$ cat config.mk
export PLATFORM = sky130hd
export DESIGN_NAME = datapath_seq_flat
export DESIGN_NICKNAME = d
export VERILOG_FILES = /design/src/rtl/datapath_pkg.sv /design/src/rtl/datapath_if.sv /design/src/rtl/muldiv_seq.sv /design/src/rtl/datapath_seq.sv /design/src/flat_wrapper.sv
export SDC_FILE = /design/constraint.sdc
export NUM_CORES = 2
export LEC_CHECK = 0
export BUFFER_PORTS_ARGS = -buffer_cell sky130_fd_sc_hd__buf_4
export CELL_PAD_IN_SITES_DETAIL_PLACEMENT = 1
export CELL_PAD_IN_SITES_GLOBAL_PLACEMENT = 1
export CORE_MARGIN = 1
export CORE_UTILIZATION = 53
export DETAILED_ROUTE_END_ITERATION = 8
export GPL_TIMING_DRIVEN = 0
export PLACE_DENSITY_LB_ADDON = 0.1
export SYNTH_ARGS = -nofsm -noshare
export SYNTH_HDL_FRONTEND = slang
export SYNTH_SLANG_ARGS = --single-unit
$ cat constraint.sdc
create_clock -name clk -period 71.1 [get_ports clk]
set_input_delay 0 -clock clk [delete_from_list [all_inputs] [get_ports clk]]
set_output_delay 0 -clock clk [all_outputs]
set_load 0.02 [all_outputs]
$ cat src/rtl/datapath_pkg.sv
// datapath_pkg: ALU opcodes and mul/div engine state encoding shared by the datapath
package datapath_pkg;
  localparam logic [3:0] ALU_ADD = 4'd0;
  localparam logic [3:0] ALU_SUB = 4'd1;
  localparam logic [3:0] ALU_AND = 4'd2;
  localparam logic [3:0] ALU_OR  = 4'd3;
  localparam logic [3:0] ALU_SHR = 4'd4;
  localparam logic [3:0] ALU_SHL = 4'd5;
  localparam logic [3:0] ALU_NEG = 4'd6;
  localparam logic [3:0] ALU_NOT = 4'd7;
  localparam logic [3:0] ALU_MUL = 4'd8;
  localparam logic [3:0] ALU_DIV = 4'd9;
  localparam logic [0:0] S_IDLE = 1'b0;
  localparam logic [0:0] S_RUN  = 1'b1;
endpackage

$ cat src/rtl/datapath_if.sv
// datapath_if: control-unit/memory side of the datapath
//   master: control strobes, memory/inport/constant data in; bus, IR, MAR, engine status out
//   slave : the datapath itself
interface datapath_if #(parameter int REG_SIZE = 32, parameter int NUM_GPR = 16);
  localparam int SEL_W = $clog2(NUM_GPR);
  logic [SEL_W-1:0] r_sel;
  logic r_in, r_out, ba_out;
  logic hi_in, lo_in, pc_in, ir_in, y_in, mar_in, mdr_in;
  logic hi_out, lo_out, pc_out, mdr_out, z_high_out, z_low_out, inport_out, c_out;
  logic read, z_in, inc_pc;
  logic [3:0] alu_op;
  logic [REG_SIZE-1:0] m_data_in, inport_data, c_value;
  logic [REG_SIZE-1:0] bus_data, ir_data, mar_data;
  logic busy, done, div_zero;
  modport master (
    output r_sel, r_in, r_out, ba_out, hi_in, lo_in, pc_in, ir_in, y_in, mar_in, mdr_in,
           hi_out, lo_out, pc_out, mdr_out, z_high_out, z_low_out, inport_out, c_out,
           read, z_in, inc_pc, alu_op, m_data_in, inport_data, c_value,
    input  bus_data, ir_data, mar_data, busy, done, div_zero
  );
  modport slave (
    input  r_sel, r_in, r_out, ba_out, hi_in, lo_in, pc_in, ir_in, y_in, mar_in, mdr_in,
           hi_out, lo_out, pc_out, mdr_out, z_high_out, z_low_out, inport_out, c_out,
           read, z_in, inc_pc, alu_op, m_data_in, inport_data, c_value,
    output bus_data, ir_data, mar_data, busy, done, div_zero
  );
endinterface

$ cat src/rtl/muldiv_seq.sv
// muldiv_seq: radix-2 signed multiply/divide, one bit per cycle, REG_SIZE cycles per op
//   in : clk, reset, start, is_div, a, b
//   out: busy, done (pulse after the result edge), div_zero, fin (final step this cycle),
//        result {hi,lo} valid while fin is high
module muldiv_seq import datapath_pkg::*; #(parameter int REG_SIZE = 32) (
  input  logic                    clk,
  input  logic                    reset,
  input  logic                    start,
  input  logic                    is_div,
  input  logic [REG_SIZE-1:0]     a,
  input  logic [REG_SIZE-1:0]     b,
  output logic                    busy,
  output logic                    done,
  output logic                    div_zero,
  output logic                    fin,
  output logic [2*REG_SIZE-1:0]   result
);
  localparam int N  = REG_SIZE;
  localparam int CW = $clog2(REG_SIZE);
  logic [0:0] r_state;
  logic [CW-1:0] r_cnt;
  logic r_div, r_sa, r_sb, r_done, r_dz;
  logic [N-1:0] r_a, r_bm, r_q;
  logic [2*N-1:0] r_acc;
  logic [N:0] w_trial;
  logic [N-1:0] w_sub, w_q, w_quo, w_rem;
  logic [2*N-1:0] w_acc;
  logic w_ge, w_dz, w_neg;
  // Works on magnitudes; r_q holds |a| and is consumed MSB first as multiplier bits
  // or dividend bits, and collects quotient bits from the LSB end for DIV.
  assign w_trial = {r_acc[N-1:0], r_q[N-1]};
  assign w_ge    = w_trial >= {1'b0, r_bm};
  assign w_sub   = w_trial[N-1:0] - r_bm;
  assign w_acc   = r_div ? {{N{1'b0}}, w_ge ? w_sub : w_trial[N-1:0]}
                         : {r_acc[2*N-2:0], 1'b0} + (r_q[N-1] ? {{N{1'b0}}, r_bm} : '0);
  assign w_q     = {r_q[N-2:0], r_div & w_ge};
  assign w_neg   = r_sa ^ r_sb;
  assign w_dz    = r_div && r_bm == '0;
  assign w_quo   = w_neg ? -w_q : w_q;
  assign w_rem   = r_sa ? -w_acc[N-1:0] : w_acc[N-1:0];
  assign result  = !r_div ? (w_neg ? -w_acc : w_acc) : w_dz ? {r_a, {N{1'b1}}} : {w_rem, w_quo};
  assign busy    = r_state == S_RUN;
  assign fin     = busy && r_cnt == CW'(N - 1);
  assign done    = r_done;
  assign div_zero = r_dz;
  always_ff @(posedge clk or posedge reset)
    if (reset) begin
      r_state <= S_IDLE;
      r_cnt   <= '0;
      r_div   <= 1'b0;
      r_sa    <= 1'b0;
      r_sb    <= 1'b0;
      r_done  <= 1'b0;
      r_dz    <= 1'b0;
      r_a     <= '0;
      r_bm    <= '0;
      r_q     <= '0;
      r_acc   <= '0;
    end else begin
      r_done <= fin;
      if (r_state == S_IDLE && start) begin
        r_state <= S_RUN;
        r_cnt   <= '0;
        r_div   <= is_div;
        r_sa    <= a[N-1];
        r_sb    <= b[N-1];
        r_a     <= a;
        r_bm    <= b[N-1] ? -b : b;
        r_q     <= a[N-1] ? -a : a;
        r_acc   <= '0;
        r_dz    <= 1'b0;
      end else if (busy) begin
        r_acc <= w_acc;
        r_q   <= w_q;
        r_cnt <= r_cnt + 1'b1;
        if (fin) begin
          r_state <= S_IDLE;
          r_dz    <= w_dz;
        end
      end
    end
endmodule

$ cat src/rtl/datapath_seq.sv
// datapath_seq: single-bus CPU datapath with GPRs, HI/LO/PC/IR/Y/MAR/MDR/Z, ALU and mul/div engine
//   clk, reset : clock, asynchronous active-high reset
//   dp (slave) : control strobes and data in; bus_data, ir_data, mar_data, busy, done, div_zero out
module datapath_seq import datapath_pkg::*; #(
  parameter int REG_SIZE = 32,
  parameter int NUM_GPR  = 16,
  parameter int PC_INC   = 4
) (
  input logic       clk,
  input logic       reset,
  datapath_if.slave dp
);
  localparam int N = REG_SIZE;
  logic [N-1:0] r_gpr [NUM_GPR];
  logic [N-1:0] r_hi, r_lo, r_pc, r_ir, r_y, r_mar, r_mdr;
  logic [2*N-1:0] r_z;
  logic [N-1:0] w_bus, w_a, w_alu;
  logic [2*N-1:0] w_md;
  logic w_start, w_fin;
  // Fixed source priority: the first active strobe in this chain owns the bus.
  always_comb
    w_bus = dp.r_out      ? ((dp.ba_out && dp.r_sel == '0) ? '0 : r_gpr[dp.r_sel]) :
            dp.hi_out     ? r_hi :
            dp.lo_out     ? r_lo :
            dp.z_high_out ? r_z[2*N-1:N] :
            dp.z_low_out  ? r_z[N-1:0] :
            dp.pc_out     ? r_pc :
            dp.mdr_out    ? r_mdr :
            dp.inport_out ? dp.inport_data :
            dp.c_out      ? dp.c_value : '0;
  assign w_a = dp.inc_pc ? REG_SIZE'(PC_INC) : r_y;
  always_comb
    w_alu = dp.alu_op == ALU_ADD ? w_a + w_bus :
            dp.alu_op == ALU_SUB ? w_a - w_bus :
            dp.alu_op == ALU_AND ? w_a & w_bus :
            dp.alu_op == ALU_OR  ? w_a | w_bus :
            dp.alu_op == ALU_SHR ? w_a >> w_bus[5:0] :
            dp.alu_op == ALU_SHL ? w_a << w_bus[5:0] :
            dp.alu_op == ALU_NEG ? -w_bus :
            dp.alu_op == ALU_NOT ? ~w_bus : '0;
  assign w_start = dp.z_in && !dp.busy && (dp.alu_op == ALU_MUL || dp.alu_op == ALU_DIV);
  muldiv_seq #(.REG_SIZE(REG_SIZE)) u_md (
    .clk      (clk),
    .reset    (reset),
    .start    (w_start),
    .is_div   (dp.alu_op == ALU_DIV),
    .a        (w_a),
    .b        (w_bus),
    .busy     (dp.busy),
    .done     (dp.done),
    .div_zero (dp.div_zero),
    .fin      (w_fin),
    .result   (w_md)
  );
  always_ff @(posedge clk or posedge reset)
    if (reset) r_gpr <= '{default: '0};
    else if (dp.r_in) r_gpr[dp.r_sel] <= w_bus;
  always_ff @(posedge clk or posedge reset)
    if (reset) begin
      r_hi  <= '0;
      r_lo  <= '0;
      r_pc  <= '0;
      r_ir  <= '0;
      r_y   <= '0;
      r_mar <= '0;
      r_mdr <= '0;
      r_z   <= '0;
    end else begin
      if (dp.hi_in) r_hi <= w_bus;
      if (dp.lo_in) r_lo <= w_bus;
      if (dp.pc_in) r_pc <= w_bus;
      if (dp.ir_in) r_ir <= w_bus;
      if (dp.y_in) r_y <= w_bus;
      if (dp.mar_in) r_mar <= w_bus;
      if (dp.mdr_in) r_mdr <= dp.read ? dp.m_data_in : w_bus;
      // While the engine runs Z is frozen until its final step writes the result.
      if (w_fin) r_z <= w_md;
      else if (dp.z_in && !dp.busy && !w_start) r_z <= {{N{1'b0}}, w_alu};
    end
  assign dp.bus_data = w_bus;
  assign dp.ir_data  = r_ir;
  assign dp.mar_data = r_mar;
endmodule

$ cat src/flat_wrapper.sv
// flat-port wrapper written by rule: the top's interface ports become plain ports
module datapath_seq_flat import datapath_pkg::*;
#(
  parameter int REG_SIZE = 32,
  parameter int NUM_GPR  = 16,
  parameter int PC_INC   = 4
)
  (clk, reset, dp_r_sel, dp_r_in, dp_r_out, dp_ba_out, dp_hi_in, dp_lo_in, dp_pc_in, dp_ir_in, dp_y_in, dp_mar_in, dp_mdr_in, dp_hi_out, dp_lo_out, dp_pc_out, dp_mdr_out, dp_z_high_out, dp_z_low_out, dp_inport_out, dp_c_out, dp_read, dp_z_in, dp_inc_pc, dp_alu_op, dp_m_data_in, dp_inport_data, dp_c_value, dp_bus_data, dp_ir_data, dp_mar_data, dp_busy, dp_done, dp_div_zero);
  datapath_if #(.REG_SIZE(REG_SIZE), .NUM_GPR(NUM_GPR)) dp_i ();
  input logic clk;
  input logic reset;
  input wire logic [$bits(dp_i.r_sel)-1:0] dp_r_sel;
  input wire logic [$bits(dp_i.r_in)-1:0] dp_r_in;
  input wire logic [$bits(dp_i.r_out)-1:0] dp_r_out;
  input wire logic [$bits(dp_i.ba_out)-1:0] dp_ba_out;
  input wire logic [$bits(dp_i.hi_in)-1:0] dp_hi_in;
  input wire logic [$bits(dp_i.lo_in)-1:0] dp_lo_in;
  input wire logic [$bits(dp_i.pc_in)-1:0] dp_pc_in;
  input wire logic [$bits(dp_i.ir_in)-1:0] dp_ir_in;
  input wire logic [$bits(dp_i.y_in)-1:0] dp_y_in;
  input wire logic [$bits(dp_i.mar_in)-1:0] dp_mar_in;
  input wire logic [$bits(dp_i.mdr_in)-1:0] dp_mdr_in;
  input wire logic [$bits(dp_i.hi_out)-1:0] dp_hi_out;
  input wire logic [$bits(dp_i.lo_out)-1:0] dp_lo_out;
  input wire logic [$bits(dp_i.pc_out)-1:0] dp_pc_out;
  input wire logic [$bits(dp_i.mdr_out)-1:0] dp_mdr_out;
  input wire logic [$bits(dp_i.z_high_out)-1:0] dp_z_high_out;
  input wire logic [$bits(dp_i.z_low_out)-1:0] dp_z_low_out;
  input wire logic [$bits(dp_i.inport_out)-1:0] dp_inport_out;
  input wire logic [$bits(dp_i.c_out)-1:0] dp_c_out;
  input wire logic [$bits(dp_i.read)-1:0] dp_read;
  input wire logic [$bits(dp_i.z_in)-1:0] dp_z_in;
  input wire logic [$bits(dp_i.inc_pc)-1:0] dp_inc_pc;
  input wire logic [$bits(dp_i.alu_op)-1:0] dp_alu_op;
  input wire logic [$bits(dp_i.m_data_in)-1:0] dp_m_data_in;
  input wire logic [$bits(dp_i.inport_data)-1:0] dp_inport_data;
  input wire logic [$bits(dp_i.c_value)-1:0] dp_c_value;
  output wire logic [$bits(dp_i.bus_data)-1:0] dp_bus_data;
  output wire logic [$bits(dp_i.ir_data)-1:0] dp_ir_data;
  output wire logic [$bits(dp_i.mar_data)-1:0] dp_mar_data;
  output wire logic [$bits(dp_i.busy)-1:0] dp_busy;
  output wire logic [$bits(dp_i.done)-1:0] dp_done;
  output wire logic [$bits(dp_i.div_zero)-1:0] dp_div_zero;
  assign dp_i.r_sel = dp_r_sel;
  assign dp_i.r_in = dp_r_in;
  assign dp_i.r_out = dp_r_out;
  assign dp_i.ba_out = dp_ba_out;
  assign dp_i.hi_in = dp_hi_in;
  assign dp_i.lo_in = dp_lo_in;
  assign dp_i.pc_in = dp_pc_in;
  assign dp_i.ir_in = dp_ir_in;
  assign dp_i.y_in = dp_y_in;
  assign dp_i.mar_in = dp_mar_in;
  assign dp_i.mdr_in = dp_mdr_in;
  assign dp_i.hi_out = dp_hi_out;
  assign dp_i.lo_out = dp_lo_out;
  assign dp_i.pc_out = dp_pc_out;
  assign dp_i.mdr_out = dp_mdr_out;
  assign dp_i.z_high_out = dp_z_high_out;
  assign dp_i.z_low_out = dp_z_low_out;
  assign dp_i.inport_out = dp_inport_out;
  assign dp_i.c_out = dp_c_out;
  assign dp_i.read = dp_read;
  assign dp_i.z_in = dp_z_in;
  assign dp_i.inc_pc = dp_inc_pc;
  assign dp_i.alu_op = dp_alu_op;
  assign dp_i.m_data_in = dp_m_data_in;
  assign dp_i.inport_data = dp_inport_data;
  assign dp_i.c_value = dp_c_value;
  assign dp_bus_data = dp_i.bus_data;
  assign dp_ir_data = dp_i.ir_data;
  assign dp_mar_data = dp_i.mar_data;
  assign dp_busy = dp_i.busy;
  assign dp_done = dp_i.done;
  assign dp_div_zero = dp_i.div_zero;
  datapath_seq #(.REG_SIZE(REG_SIZE), .NUM_GPR(NUM_GPR), .PC_INC(PC_INC)) u_core (.clk(clk), .reset(reset), .dp(dp_i));
endmodule
==> results of run 1 <==
through the flow:
stage	setup WS, ps	util, %	area [um^2]	instances
4_1_cts	60750	60.6	68600	8946
3_5_place_dp	60150	57.1	64500	8717
3_3_place_gp	33960	56.8	64200	8703
2_1_floorplan	43840	-	60800	6994
cell families after synthesis:
| logic type | Yosys count |
|---|---|
| mux | 343 |
| buf+inv | 777 |
| flops | 969 |
| compound gates | 2264 |
| simple gates | 2186 |
| fa+ha+maj | 172 |
| xor+xnor | 283 |
metal layers:
metal,overflow,track usage [%]
met1,0,75.8
met5,0,35.3
met4,5,68.6
met2,3,89.4
met3,0,57.6
what timing repair did:
item                                   4_1_cts
hold buffers                                37
buffers inserted                             0
setup endpoints to repair                    0
endpoints found under the hold margin      451
resized for setup                            0
cells in the mapped netlist, drive strengths merged (119+ instances only):
cell,count,area share (%)
xnor2,162,2.3
o21ai,529,4.4
mux4,148,5.5
xor2,121,1.7
dfrtp,969,40
ha,168,3.5
mux2i,145,2.4
buf,119,0.96
nand2,576,3.6
a21oi,961,7.9
clkbuf,463,2.9
inv,188,1.2
nor2,986,6.1
==> results by group, run 1 <==
GRT
  • GRT Overall Usage: 73.6%
  • First-pass GRT wire length: 606 mm
  • Grt total ovfl: 8
  • Largest net degree at the start of global routing: 137
  • Vias in the first global route: 78.3k

Floorplan
  • Die X: 341 um
  • Ports: 226
  • Initial Util: 53.7%
  • # rows: 123
  • Die Ht: 341 um

Clock network
  • H-Tree Level Count: 3
  • Cts bufs inserted: 103
  • Root Driver: clkbuf_16
  • Clock Tree Buf Depth: 3
  • Clock sinks: 969

Logic synthesis
  • Mean post-synth cell area: 8.69 um^2
  • Syn Inst Count: 6,994
  • Synth Area in Simple Gates: 16.0%
  • Mapped Nets: 7,293
  • Adder-cell share of the synthesized area: 3.59%
  • Top_reg_cell synth: dfrtp_1
  • Post-Syn Area: 60,800 um^2
  • Compound-gate portion of the synthesized area: 22.6%
  • Yosys warnings: 0
  • Synth Area in XOR/XNOR: 4.08%
  • Post-synthesis sequential area ratio: 39.9%
  • #FFs+latches synth: 969
  • Largest family of logic cells by synthesized area: compound AO/OA/AOI/OAI gates
  • Post-synth cell types: 105
  • Ys async rst share: 100%
  • Mux cell area share after synthesis: 8.80%
  • Number of flops mapped to enable cells by yosys: 0

Place
  • I/O Buffers: 209
  • Gpl congestion: 1.16
  • Post-DP HPWL: 279 mm

Run status
  • Status: did not finish
  • Stop stage: 5_1_grt
  • Stop err: [ERROR GRT-0116] Global routing finished with congestion. Check the congestion regions in the DRC Viewer.
==> run 2, diff against run 1 <==
Settings changed: CELL_PAD_IN_SITES_DETAIL_PLACEMENT 1 to default, CELL_PAD_IN_SITES_GLOBAL_PLACEMENT 1 to default, CORE_UTILIZATION 53 to 40, PLACE_DENSITY_LB_ADDON 0.1 to 0.15.
==> results by group, run 2 <==
Drt
  • Drt wl/cell: 37.1 um
  • Top routing layer in use: met5
  • First-pass DRT Iterations: 7
  • Drt initial violations: 8,624
  • Metal1 wirelength: 140 mm
  • Met2 wire len: 147 mm
  • Post-DRT Antenna Nets: 0
  • Met3 wire length: 37.3 mm
  • Routed WL: 353 mm
  • DRC: 0
  • Vias: 62.3k
  • Via density per instance: 6.55

STA
  • Tmin final: 12,470 ps
  • Fmax: 0.0802 GHz
  • Fin. Hold Viols: 0
  • Final WS setup: 58,630 ps
  • Setup violators final: 0
  • RSZ-0062 raised after global routing: no
  • Max-slew headroom: -6.82%
  • Max-slew violations: 136
  • Slew @ Worst Pin: 1600 ps
  • Clock skew: 113 ps
  • WHS: 47.3 ps
  • TNS Setup: 0 ps
  • Crit share post-route: 17.5%

Floorplan
  • Die X: 392 um
  • Ports: 226
  • Initial Util: 40.4%
  • Core footprint: 150,000 um^2
  • # rows: 142
  • Die ar.: 154,000 um^2
  • Die Ht: 392 um

GRT
  • First-pass GRT wire length: 481 mm
  • Vias in the first global route: 58.4k
  • Largest net degree at the start of global routing: 130
  • Initial antenna violation count: 24
  • Grt total ovfl: 0
  • GRT Overall Usage: 45.2%

Clock network
  • H-Tree Level Count: 3
  • Clock sinks: 969
  • Clock Tree Buf Depth: 3
  • Clock latency on the worst-skew pair: 820 ps
  • Root Driver: clkbuf_16
  • Cts bufs inserted: 109
  • Clock slew at reported path FFs: 60 ps
  • CTS tree: done

Logic synthesis
  • Mean post-synth cell area: 8.69 um^2
  • Top_reg_cell synth: dfrtp_1
  • Share of the synthesized area in the top cell type: 39.9%
  • Syn Inst Count: 6,994
  • Post-synthesis sequential area ratio: 39.9%
  • Post-synth cell types: 105
  • Most instantiated cells after synthesis: nor2_1, dfrtp_1, a21oi_1, nand2_1, o21ai_0
  • #FFs+latches synth: 969
  • Ys async rst share: 100%
  • Yosys warnings: 0
  • Number of flops mapped to enable cells by yosys: 0
  • Mapped Nets: 7,293
  • Cell with the most instances after synthesis: nor2_1
  • Post-Syn Area: 60,800 um^2
  • Synth area leaders: dfrtp_1, a21oi_1, nor2_1
  • Area leader, netlist: dfrtp_1

Final layout
  • Regs by FF count: u_core.r_gpr: 512 flops, u_core.r_z: 64 flops, u_core.u_md.r_acc: 63 flops
  • Multi-input logic area: 33,500 um^2
  • Final std cells w/o fill: 9,512
  • Design Area, Final: 69,900 um^2
  • FF+latch area: 24,200 um^2
  • Commonest non-fill, non-tap cell in the layout: nor2_1
  • Most flop-heavy register: u_core.r_gpr
  • Layout cells sized above 1: 10.0%
  • Layout fillers: 15.0k
  • Area grow syn2layout: 15.0%
  • Most frequent cells in the layout: nor2_1, dfrtp_1, a21oi_1, nand2_1, o21ai_0
  • Final net count: 7,694
  • Max reg flops: 512
  • Core Util, Final: 46.5%

Place
  • Placed Instance Area: 65,400 um^2
  • Cells after DPL: 9,243
  • Gpl congestion: 1.09
  • Setup WS pre-CTS: 58,090 ps
  • Post-DP HPWL: 275 mm
  • I/O Buffers: 209

Pwr
  • Leakage: 29.2 nW
  • Pwr per Cell Area: 45.6 nW/um^2
  • VDD IR max: 0.0000235 V
  • Total power: 3.19 mW

Min path
  • Hold/Removal Path Class: input pin to flop

Worst setup path
  • Worst Setup Start Kind: input pin
  • Crit-path max FO: 11
  • Worst setup EP type: flop
  • Critical Path AT: 13,050 ps
  • Critical setup path kind: input pin to flop
  • Critical Path RT: 71,670 ps

Flow run
  • MaxCap Viol Count: 14

Run status
  • Status: finished, violations left
  • Failing checks: max-capacitance violations, max-slew violations
## run 2: cell counts after synthesis
Identical to the previous run, type by type.
## run 2: cell families after synthesis
| kind of cell | share of synthesized area [%] |
|---|---|
| AO/OA/AOI/OAI | 22.6 |
| AND/OR/NAND/NOR | 16.0 |
| flip-flops | 39.9 |
| buffers and inverters | 5.02 |
| multiplexers | 8.80 |
| XOR/XNOR | 4.08 |
| adder cells (fa/ha/maj) | 3.59 |
## run 2: per-layer routing
metal | track usage (%) | vias up
li1 | - | 26000
met1 | 60.3 | 31600
met2 | 64.3 | 3810
met3 | 11.3 | 832
met4 | 30.7 | 24
met5 | 0 | -
## run 2: worst paths after layout
check	depth (start not counted)	slack, ps	startpoint	end
max in group asynchronous	8	67910	reset	u_core.dp.mar_data[11]
max reg2reg	22	59100	u_core.r_gpr[259]	u_core.r_z[29]
min reg2reg	2	480	u_core.r_gpr[439]	u_core.r_gpr[439]
max	26	58630	dp_r_sel[1]	u_core.r_z[29]
min in group asynchronous	4	490	reset	u_core.r_gpr[244]
min	6	50	dp_z_in	u_core.r_z[7]
## run 2: cell type report
class / instances / share of cell area [%]
antenna: 10 / 0.0358
buffer: 582 / 3.32
clock buffer: 149 / 4.40
clock inverter: 53 / 1.24
inverter: 195 / 1.06
multi-input combinational: 5248 / 47.9
sequential: 969 / 34.7
tap: 2016 / 3.61
timing repair buffer: 290 / 3.71
## run 2: report_power, final
part           switching (mW)  total [mW]  internal (mW)
registers               0.155       0.861          0.706
clock network           0.265       0.629          0.364
logic                    1.17        1.70          0.527
## run 2: critical path: stages
cell	delay, ps
buf_4	170
buf_6	240
buf_2	540
buf_1	700
mux4_2	450
mux2i_1	430
a211oi_1	160
buf_4	250
nor2_1	850
clkbuf_1	460
clkbuf_1	610
clkbuf_1	670
clkbuf_1	1190
clkbuf_1	1180
ha_1	510
a2111oi_0	1020
o21ai_0	630
nand3_1	380
a31oi_1	230
a41o_1	310
o41a_1	370
nand2_1	90
o41ai_1	100
xnor2_1	170
a211oi_1	1150
a211oi_2	80
## run 2: what timing repair did
item | CTS | global route
buffers inserted | 0 | 0
hold buffers | 55 | 0
resized for setup | 0 | 0
endpoints found under the hold margin | 458 | 0
(Power assumes the default switching activity.)
